**config.mk**
```make
export PLATFORM = sky130hd
export DESIGN_NAME = adder_tree_acc
export DESIGN_NICKNAME = d
export VERILOG_FILES = /design/src/rtl/adder_tree_acc.sv
export SDC_FILE = /design/constraint.sdc
export NUM_CORES = 1
export LEC_CHECK = 0
export BUFFER_PORTS_ARGS = -buffer_cell sky130_fd_sc_hd__buf_4
export CORE_MARGIN = 3
export CORE_UTILIZATION = 40
export CTS_CLUSTER_DIAMETER = 100
export DETAILED_ROUTE_END_ITERATION = 8
export GPL_TIMING_DRIVEN = 1
export SLEW_MARGIN = 40
export SYNTH_ARGS = -nofsm -noshare
export SYNTH_HDL_FRONTEND = slang
export SYNTH_SLANG_ARGS = --single-unit
export TNS_END_PERCENT = 5
```
**constraint.sdc**
```tcl
create_clock -name clk -period 3 [get_ports clk]
set_input_delay 0.15 -clock clk [delete_from_list [all_inputs] [get_ports clk]]
set_output_delay 0.15 -clock clk [all_outputs]
set_load 0.05 [all_outputs]
```
**src/rtl/adder_tree_acc.sv**
```systemverilog
// adder_tree_acc: pipelined signed adder tree reducing N_IN products per beat,
// followed by a first/last framed group accumulator with optional saturation.
module adder_tree_acc #(
   parameter int N_IN  = 25,
   parameter int IN_W  = 16,
   parameter int ACC_W = 32,
   parameter bit SAT   = 1'b1
) (
   input  logic                     clk,
   input  logic                     rst_n,
   input  logic                     flush,
   input  logic                     in_valid,
   input  logic                     in_first,
   input  logic                     in_last,
   input  logic [N_IN*IN_W-1:0]     prods,
   output logic                     out_valid,
   output logic signed [ACC_W-1:0]  out_sum,
   output logic                     out_ovf
);

   function automatic int cnt_at(input int k);
      int n;
      n = N_IN;
      for (int j = 0; j < k; j++) begin
         n = (n + 1) / 2;
      end
      return n;
   endfunction

   localparam int L  = $clog2(N_IN);
   localparam int TW = IN_W + L;
   localparam logic signed [ACC_W-1:0] ACC_MAX = {1'b0, {(ACC_W-1){1'b1}}};
   localparam logic signed [ACC_W-1:0] ACC_MIN = {1'b1, {(ACC_W-1){1'b0}}};

   typedef enum logic [0:0] {
      ST_IDLE  = 1'b0,
      ST_ACCUM = 1'b1
   } state_t;

   // Every tree node viewed sign-extended to the final tree width.
   logic signed [TW-1:0] node_s [0:L][0:N_IN-1];

   for (genvar i = 0; i < N_IN; i++) begin : g_in
      assign node_s[0][i] = TW'($signed(prods[i*IN_W +: IN_W]));
   end

   for (genvar k = 1; k <= L; k++) begin : g_lvl
      localparam int NP = cnt_at(k - 1);
      localparam int NC = cnt_at(k);
      localparam int LW = IN_W + k;
      for (genvar i = 0; i < N_IN; i++) begin : g_node
         if (i < NC) begin : g_used
            logic signed [LW-1:0] sum_d;
            logic signed [LW-1:0] sum_q;
            if (2 * i + 1 < NP) begin : g_pair
               assign sum_d = LW'(node_s[k-1][2*i]) + LW'(node_s[k-1][2*i+1]);
            end else begin : g_odd
               assign sum_d = LW'(node_s[k-1][2*i]);
            end
            // Tree level register; loads every cycle, beats are qualified by the tag pipe.
            always_ff @(posedge clk or negedge rst_n) begin
               if (!rst_n) begin
                  sum_q <= '0;
               end else begin
                  sum_q <= sum_d;
               end
            end
            assign node_s[k][i] = TW'(sum_q);
         end else begin : g_unused
            assign node_s[k][i] = '0;
         end
      end
   end

   logic [L-1:0] vld_q, vld_d;
   logic [L-1:0] fst_q, fst_d;
   logic [L-1:0] lst_q, lst_d;

   // Tag shift register next state; flush drops every in-flight beat.
   always_comb begin
      if (flush) begin
         vld_d = '0;
      end else begin
         vld_d = L'({vld_q, in_valid});
      end
      fst_d = L'({fst_q, in_first});
      lst_d = L'({lst_q, in_last});
   end

   // Tag shift register running beside the tree data.
   always_ff @(posedge clk or negedge rst_n) begin
      if (!rst_n) begin
         vld_q <= '0;
         fst_q <= '0;
         lst_q <= '0;
      end else begin
         vld_q <= vld_d;
         fst_q <= fst_d;
         lst_q <= lst_d;
      end
   end

   logic                     beat_s;
   logic                     fst_s;
   logic                     lst_s;
   logic signed [ACC_W-1:0]  tree_ext_s;
   logic signed [ACC_W:0]    sum_wide_s;
   logic signed [ACC_W-1:0]  add_res_s;
   logic                     add_ovf_s;

   assign beat_s     = vld_q[L-1] & ~flush;
   assign fst_s      = fst_q[L-1];
   assign lst_s      = lst_q[L-1];
   assign tree_ext_s = ACC_W'(node_s[L][0]);

   state_t                   state_q, state_d;
   logic signed [ACC_W-1:0]  acc_q, acc_d;
   logic                     sticky_q, sticky_d;
   logic                     emit_d;

   // Accumulate with one guard bit; a mismatch of the top two bits is true signed overflow.
   always_comb begin
      sum_wide_s = {acc_q[ACC_W-1], acc_q} + {tree_ext_s[ACC_W-1], tree_ext_s};
      if (sum_wide_s[ACC_W] != sum_wide_s[ACC_W-1]) begin
         add_ovf_s = 1'b1;
         if (SAT) begin
            add_res_s = sum_wide_s[ACC_W] ? ACC_MIN : ACC_MAX;
         end else begin
            add_res_s = sum_wide_s[ACC_W-1:0];
         end
      end else begin
         add_ovf_s = 1'b0;
         add_res_s = sum_wide_s[ACC_W-1:0];
      end
   end

   // Group FSM next state.
   always_comb begin
      state_d = state_q;
      if (flush) begin
         state_d = ST_IDLE;
      end else if (beat_s) begin
         case (state_q)
            ST_IDLE:  state_d = lst_s ? ST_IDLE : ST_ACCUM;
            ST_ACCUM: state_d = lst_s ? ST_IDLE : ST_ACCUM;
            default:  state_d = ST_IDLE;
         endcase
      end else begin
         state_d = state_q;
      end
   end

   // Group FSM outputs: accumulator load/add, sticky overflow and emit strobe.
   always_comb begin
      acc_d    = acc_q;
      sticky_d = sticky_q;
      emit_d   = 1'b0;
      if (flush) begin
         acc_d    = '0;
         sticky_d = 1'b0;
      end else if (beat_s) begin
         if ((state_q == ST_IDLE) || fst_s) begin
            acc_d    = tree_ext_s;
            sticky_d = 1'b0;
         end else begin
            acc_d    = add_res_s;
            sticky_d = sticky_q | add_ovf_s;
         end
         emit_d = lst_s;
      end else begin
         acc_d    = acc_q;
         sticky_d = sticky_q;
      end
   end

   // Group state register.
   always_ff @(posedge clk or negedge rst_n) begin
      if (!rst_n) begin
         state_q  <= ST_IDLE;
         acc_q    <= '0;
         sticky_q <= 1'b0;
      end else begin
         state_q  <= state_d;
         acc_q    <= acc_d;
         sticky_q <= sticky_d;
      end
   end

   // Result registers; sum and flag hold between emits.
   always_ff @(posedge clk or negedge rst_n) begin
      if (!rst_n) begin
         out_valid <= 1'b0;
         out_sum   <= '0;
         out_ovf   <= 1'b0;
      end else begin
         out_valid <= emit_d;
         if (emit_d) begin
            out_sum <= acc_d;
            out_ovf <= sticky_d;
         end else begin
            out_sum <= out_sum;
            out_ovf <= out_ovf;
         end
      end
   end

endmodule

```
==> results.toml, run 1 <==
[yosys]
synth.top_cell.area_share_pct = 40.9
yosysWarnings = 0
synth_edf_count = 0
ys_seq_area_share_pct = 40.9
synth_nets = 4278
synth_area_leaders = "dfrtp_1 (41%), ha_1 (16%), xnor2_1 (6.5%)"
yosys.cell_types.count = 82
netlist_area_um2 = 34300
async_flop_share_pct = 100
syn_avg_cell_area_um2 = 10.1
synthCells = 3409
ys_seq_elements = 561
synth_top_area_cell = "dfrtp_1"
ys.flop_type = "dfrtp_1"

[detailed_routing]
drc_errors = 0
totalWireLength_um = 88700
drt_first_pass_iters = 5
via_per_inst = 5.04
drt_iter0_drc = 1315
vias = 28493
final_antenna_net_count = 0
wl_per_cell_um = 15.7

[clocking]
cts_made_buffers = 60
cts_buffer_depth = 3
htreeDepth = 2
cts_root_buffer = "clkbuf_16"
clk_latency_ns = 0.63
clk_pin_slew_ns = 0.06
cts.sinks = 561
cts_tree = "done"

[grt]
antenna_found_initial = 16
overflow = 0
grt_max_degree = 96
grt_usage_pct = 19.5
grt_pass1_vias = 29088
grt_first_pass_wirelength_um = 144000

[die]
coreArea_um2 = 84400
io_pins = 440
die_w_um = 299
rows = 106
dieArea_um2 = 89400
initial_core_util_pct = 40.7
die_h_um = 299

[setup_path]
cpPeakStageDelay_ns = 0.39
critPathSlowestCell = "dfrtp_1"
cp_data_required_time_ns = 3.50
reg2reg_slack_ns = 0.03
crit_arrival_ns = 3.47
reg2reg_depth = 14
crit_type = "reg -> reg"
r2r_end = "out_sum[9]$_DFFE_PN0P_"
cp-start-kind = "flip-flop"
path_cells = "ha_2 > fa_2 > a211oi_2 > o211ai_2 > a31oi_4 > o211a_4 > o31a_1 > nand2_1 > mux2i_2 > buf_4 > buf_4 > a211o_1 > nand2_2 > a22o_1"
rr_startpoint = "acc_q[0]$_DFF_PN0_"
critPathTopFamily = "compound AO/OA/AOI/OAI gates"
crit_fanout = 4
path_buf_inv = 2
cpMostUsedCell = "buf_4"
endpoint_kind = "flip-flop"

[placed_design]
dp_hpwl_um = 66900
port_buffers = 439
place_congestion = 0.874
place_area_um2 = 39900
placedCellCount = 5064

[run_status]
status = "complete, no violations"

[sta]
rsz0062_at_grt = "yes"
slew_violations = 0
post-route-min-period_ns = 2.97
worst_clock_skew_ns = 0.0291
hold_violations = 0
slew_headroom_pct = 54.9
finalSetupViolations = 0
period_share_pct = 99.2
fmax_mhz = 336
tightest_slew_ns = 0.676

[finish]
nets = 5331
fin_area_um2 = 47500
syn_to_final_growth_pct = 38.3
stdcell_count = 5658
drive_gt1_share_pct = 18.6

[power_and_ir_drop]
power_frac_seq_pct = 29.1
power_density_nw_per_um2 = 815
power.leakage_nw = 22.2
p_int_mw = 24.3
combPwrFrac_pct = 50.3
vdd_drop_max_v = 0.000466
power_switching_mw = 14.4
pwr-share-clk_pct = 20.6
swShare_pct = 37.3

[min_path]
hold_class = "in -> reg"
worstHoldStart = "prods[193]"
whs_path_depth = 4
hold_end = "g_lvl[1].g_node[6].g_used.sum_q[1]$_DFF_PN0_"

[run]
drv_cap = 0
worst max path at each step:
stage                                                       start                       to  slack (ns)  depth (start not counted)
floorplan           g_lvl[5].g_node[0].g_used.sum_q[20]$_DFF_PN0_      acc_q[24]$_DFF_PN0_      0.0006                         14
global placement     g_lvl[5].g_node[0].g_used.sum_q[0]$_DFF_PN0_      acc_q[30]$_DFF_PN0_       -0.14                         13
detailed placement   g_lvl[5].g_node[0].g_used.sum_q[0]$_DFF_PN0_      acc_q[22]$_DFF_PN0_       -0.18                         13
CTS                                            acc_q[0]$_DFF_PN0_  out_sum[29]$_DFFE_PN0P_       -0.03                         14
global route                                   acc_q[8]$_DFF_PN0_      acc_q[17]$_DFF_PN0_       -0.09                         13
finish                                         acc_q[0]$_DFF_PN0_   out_sum[9]$_DFFE_PN0P_        0.03                         14
power groups by stage:
stage	Combinational [mW]	Clock [mW]	Sequential (mW)
after CTS	19.1	8.22	11.3
final	19.5	7.96	11.3
after global routing	21.9	8.53	11.5
after global placement	17.9	0	11.4
after detailed placement	18.0	0	11.4
after floorplan	13.2	0	11.0
kinds of logic (layout without fill, tap and decap cells):
| kind of cell | Yosys count | count (layout) | share of synthesized area [%] |
|---|---|---|---|
| other | 0 | 12 | 0 |
| xor gates and xnor gates | 323 | 323 | 8.24 |
| AOI/OAI and AO/OA | 867 | 867 | 17.1 |
| and+or+nand+nor | 923 | 923 | 12.8 |
| DFF | 561 | 561 | 40.9 |
| adders and majority gates | 463 | 463 | 17.4 |
| buffers and inverters | 252 | 1352 | 2.88 |
| muxes | 20 | 23 | 0.667 |
flip-flops by register name, summed over array words and instances (netlist names):
name,count
fst_q,5
acc_q,32
out_sum,32
out_ovf,1
state_q,1
sticky_q,1
g_lvl.g_node.g_used.sum_q,478
vld_q,5
out_valid,1
lst_q,5
placed cells by master, fill, tap and decap left out, types with 39 or more instances in the layout:
cell	count
dlygate4sd3_1	459
xnor2_1	253
buf_4	554
inv_1	209
o21ai_0	131
ha_1	423
nand3_1	89
a21o_1	77
xor2_1	69
nand2_1	199
nor3_1	118
clkbuf_16	60
o21a_1	45
nor2b_1	99
a211oi_1	39
nor2_1	269
a21oi_1	228
dfrtp_1	560
synthesized netlist by cell type, types with 25 or more instances:
library cell,n
o21ai_0,150
a211oi_1,52
and3_1,35
nand3_1,91
nand2_1,200
xor2_1,69
xnor2_1,254
dfrtp_1,561
a41o_1,30
fa_1,25
inv_1,209
a21oi_1,250
nand2b_1,25
nor2b_1,99
ha_1,438
a21o_1,79
nor3_1,120
nor2_1,271
or3_1,25
o21a_1,45
metrics by stage:
stage               total power [mW]  setup WS [ns]  util [%]  hold slack [ns]  TNS, ns
CTS                             38.6        -0.0268      55.6          0.00111  -0.0477
global route                    41.9        -0.0868      56.3           0.0300    -1.69
floorplan                       24.2       0.000588         -           -0.146        0
detailed placement              29.4         -0.182      47.3            0.233    -5.56
global placement                29.3         -0.135      47.3            0.237    -2.74
finish                          38.7         0.0251      56.3           0.0219        0
tightest hold or removal path, cell delays in order:
cell   delay (ns)
buf_4        0.11
inv_1        0.07
fa_1         0.22
inv_1        0.05
layer usage:
metal / part of all wire (%) / track usage [%] / up-vias
li1: - / - / 14342
met2: 50 / 34.8 / 482
met3: 3.7 / 2.73 / 144
met1: 44 / 24.6 / 13517
met5: 0.054 / 0 / -
met4: 2.3 / 5.30 / 8
cell type report:
class,count,area (µm²)
Inverter,210,788
Clock inverter,36,536
Antenna cell,12,30.0
Sequential cell,561,14000
Fill cell,7343,36900
Tap cell,1134,1420
Clock buffer,76,1640
Multi-Input combinational cell,2599,20000
Timing Repair Buffer,1030,9040
what timing repair did:
item | CTS | global route
pin swaps | 9 | 38
cloned | 3 | 0
gates resized for setup | 33 | 108
endpoints found under the hold margin | 283 | 17
setup endpoints to repair | 65 | 104
buffers inserted | 5 | 2
hold buffers | 458 | 1
Note: power is estimated with default switching activity, not from simulation.
==> run 2, diff against run 1 <==
- PLACE_DENSITY: default -> 0.67
==> results.toml, run 2 (synthesis gave the netlist of run 1 again) <==
[run_status]
status = "finished, violations left"
violations = "setup timing"

[finish]
fill_cells = 7016
largest_reg_flops = 478
syn_to_final_growth_pct = 38.4
drive_gt1_share_pct = 18.3
top_regs = "g_lvl.g_node.g_used.sum_q (478), acc_q (32), out_sum (32)"
mostFrequentLayoutCell = "dfrtp_1"
fin_area_um2 = 47500
largest_register = "g_lvl.g_node.g_used.sum_q"
nets = 5339
final_cell_mix = "dfrtp_1 (560), buf_4 (543), dlygate4sd3_1 (483)"

[grt]
grt_max_degree = 80
grt_first_pass_wirelength_um = 152000
grt_usage_pct = 20.6
grt_pass1_vias = 30607
antenna_found_initial = 13
overflow = 0

[die]
die_h_um = 299
io_pins = 440
rows = 106
initial_core_util_pct = 40.7
coreArea_um2 = 84400
dieArea_um2 = 89400
die_w_um = 299

[detailed_routing]
routed.top_layer = "met5"
vias = 29321
final_antenna_net_count = 0
met2_length_um = 47500
via_per_inst = 5.18
wl_per_cell_um = 16.7
wl_met1_um = 39400
met3WireLength_um = 4130
drc_errors = 0
drt_first_pass_iters = 7
totalWireLength_um = 94300
drt_iter0_drc = 1359

[setup_path]
endpoint_kind = "flip-flop"
reg2reg_slack_ns = -0.09
cpMostUsedCell = "buf_4"
path_buf_inv = 3
crit_type = "reg -> reg"
crit_fanout = 6
crit_arrival_ns = 3.63
cp_data_required_time_ns = 3.54
path_cells = "buf_6 > ha_4 > and2_4 > and3_4 > a2111oi_4 > o31a_1 > buf_4 > o31ai_4 > buf_4 > or3_4 > a31oi_2 > a21oi_2 > a211oi_2"
crit_cells = 13
critPathTopFamily = "compound AO/OA/AOI/OAI gates"
critPathSlowestCell = "dfrtp_2"
reg2reg_depth = 13
cpPeakStageDelay_ns = 0.49
cp-start-kind = "flip-flop"

[sta]
finalSetupViolations = 10
rsz0062_at_grt = "yes"
postLayoutSetupSlackWorst_ns = -0.0860
post-route-min-period_ns = 3.09
fmax_mhz = 324
worst_clock_skew_ns = 0.0439
slew_headroom_pct = 59.3
hold_violations = 0
period_share_pct = 103
tightest_slew_ns = 0.611
slew_violations = 0

[placed_design]
place_area_um2 = 39800
port_buffers = 439
place_congestion = 0.901
dp_hpwl_um = 66900

[clocking]
cts_tree = "done"
cts_made_buffers = 59
htreeDepth = 2
cts.sinks = 561
cts_buffer_depth = 3
clk_pin_slew_ns = 0.07
clk_latency_ns = 0.65
cts_root_buffer = "clkbuf_16"

[power_and_ir_drop]
power.leakage_nw = 22.2
power.total_mw = 38.8
power_density_nw_per_um2 = 816
vdd_drop_max_v = 0.000540

[run]
drv_cap = 0

[min_path]
whs_path_depth = 4
hold_class = "in -> reg"
[run 2: stage by stage]
stage	std cells	setup TNS (ns)	hold slack, ns	util [%]	worst slack [ns]
finish	5661	-0.394	0.0395	56.3	-0.0860
CTS	5650	-0.290	0.000701	55.7	-0.0563
detailed placement	5052	-6.81	0.190	47.2	-0.285
global placement	5052	-3.43	0.181	47.2	-0.198
global route	5659	-7.40	0.0343	56.3	-0.216
floorplan	3409	0	-0.146	-	0.000588
[run 2: repair_timing]
action | in CTS | in global routing
gates cloned | 1 | 2
hold buffers | 483 | 0
hold endpoints to repair | 361 | 0
pin swaps | 10 | 26
endpoints found under the setup margin | 65 | 105
setup buffers | 4 | 1
resized for setup | 29 | 122
[run 2: where the power goes]
part	switching [mW]	leakage [nW]	internal (mW)	total, mW
combinational	10.1	14.5	9.22	19.3
sequential	1.26	6.65	10.0	11.3
clock	3.19	1.06	4.99	8.18
total	14.5	22.2	24.3	38.8
[run 2: final cells by class]
type / instances / area, µm² / share of cell area, %
multi-input cells: 2598 / 19900 / 41.9
clock inverters: 37 / 617 / 1.30
inverters: 210 / 788 / 1.66
diodes: 8 / 20.0 / 0.0421
clock buffers: 73 / 1620 / 3.41
well taps: 1134 / 1420 / 2.99
repair buffers: 1040 / 9110 / 19.2
flip-flops and latches: 561 / 14000 / 29.5
[run 2: per-layer routing]
layer | vias to the layer above | global-route usage [%]
li1 | 14367 | -
met1 | 13937 | 25.1
met2 | 774 | 37.0
met3 | 235 | 2.83
met4 | 8 | 7.43
met5 | - | 0
[run 2: final timing paths]
kind                                                          startpoint                                           end
hold / removal                                                prods[197]  g_lvl[1].g_node[6].g_used.sum_q[6]$_DFF_PN0_
setup reg to reg           g_lvl[5].g_node[0].g_used.sum_q[20]$_DFF_PN0_                           acc_q[13]$_DFF_PN0_
setup / recovery           g_lvl[5].g_node[0].g_used.sum_q[20]$_DFF_PN0_                           acc_q[13]$_DFF_PN0_
hold reg to reg            g_lvl[1].g_node[12].g_used.sum_q[5]$_DFF_PN0_  g_lvl[2].g_node[6].g_used.sum_q[5]$_DFF_PN0_
min in group asynchronous                                          rst_n                            lst_q[4]$_DFF_PN0_
max in group asynchronous                                          rst_n  g_lvl[1].g_node[9].g_used.sum_q[4]$_DFF_PN0_
[run 2: tightest hold or removal path: cells and delay by family]
| kind | cells | cell delay [ns] |
|---|---|---|
| xor+xnor | 1 | 0.12 |
| fa+ha+maj | 1 | 0.19 |
| simple gates | 1 | 0.07 |
| buf+inv | 1 | 0.08 |
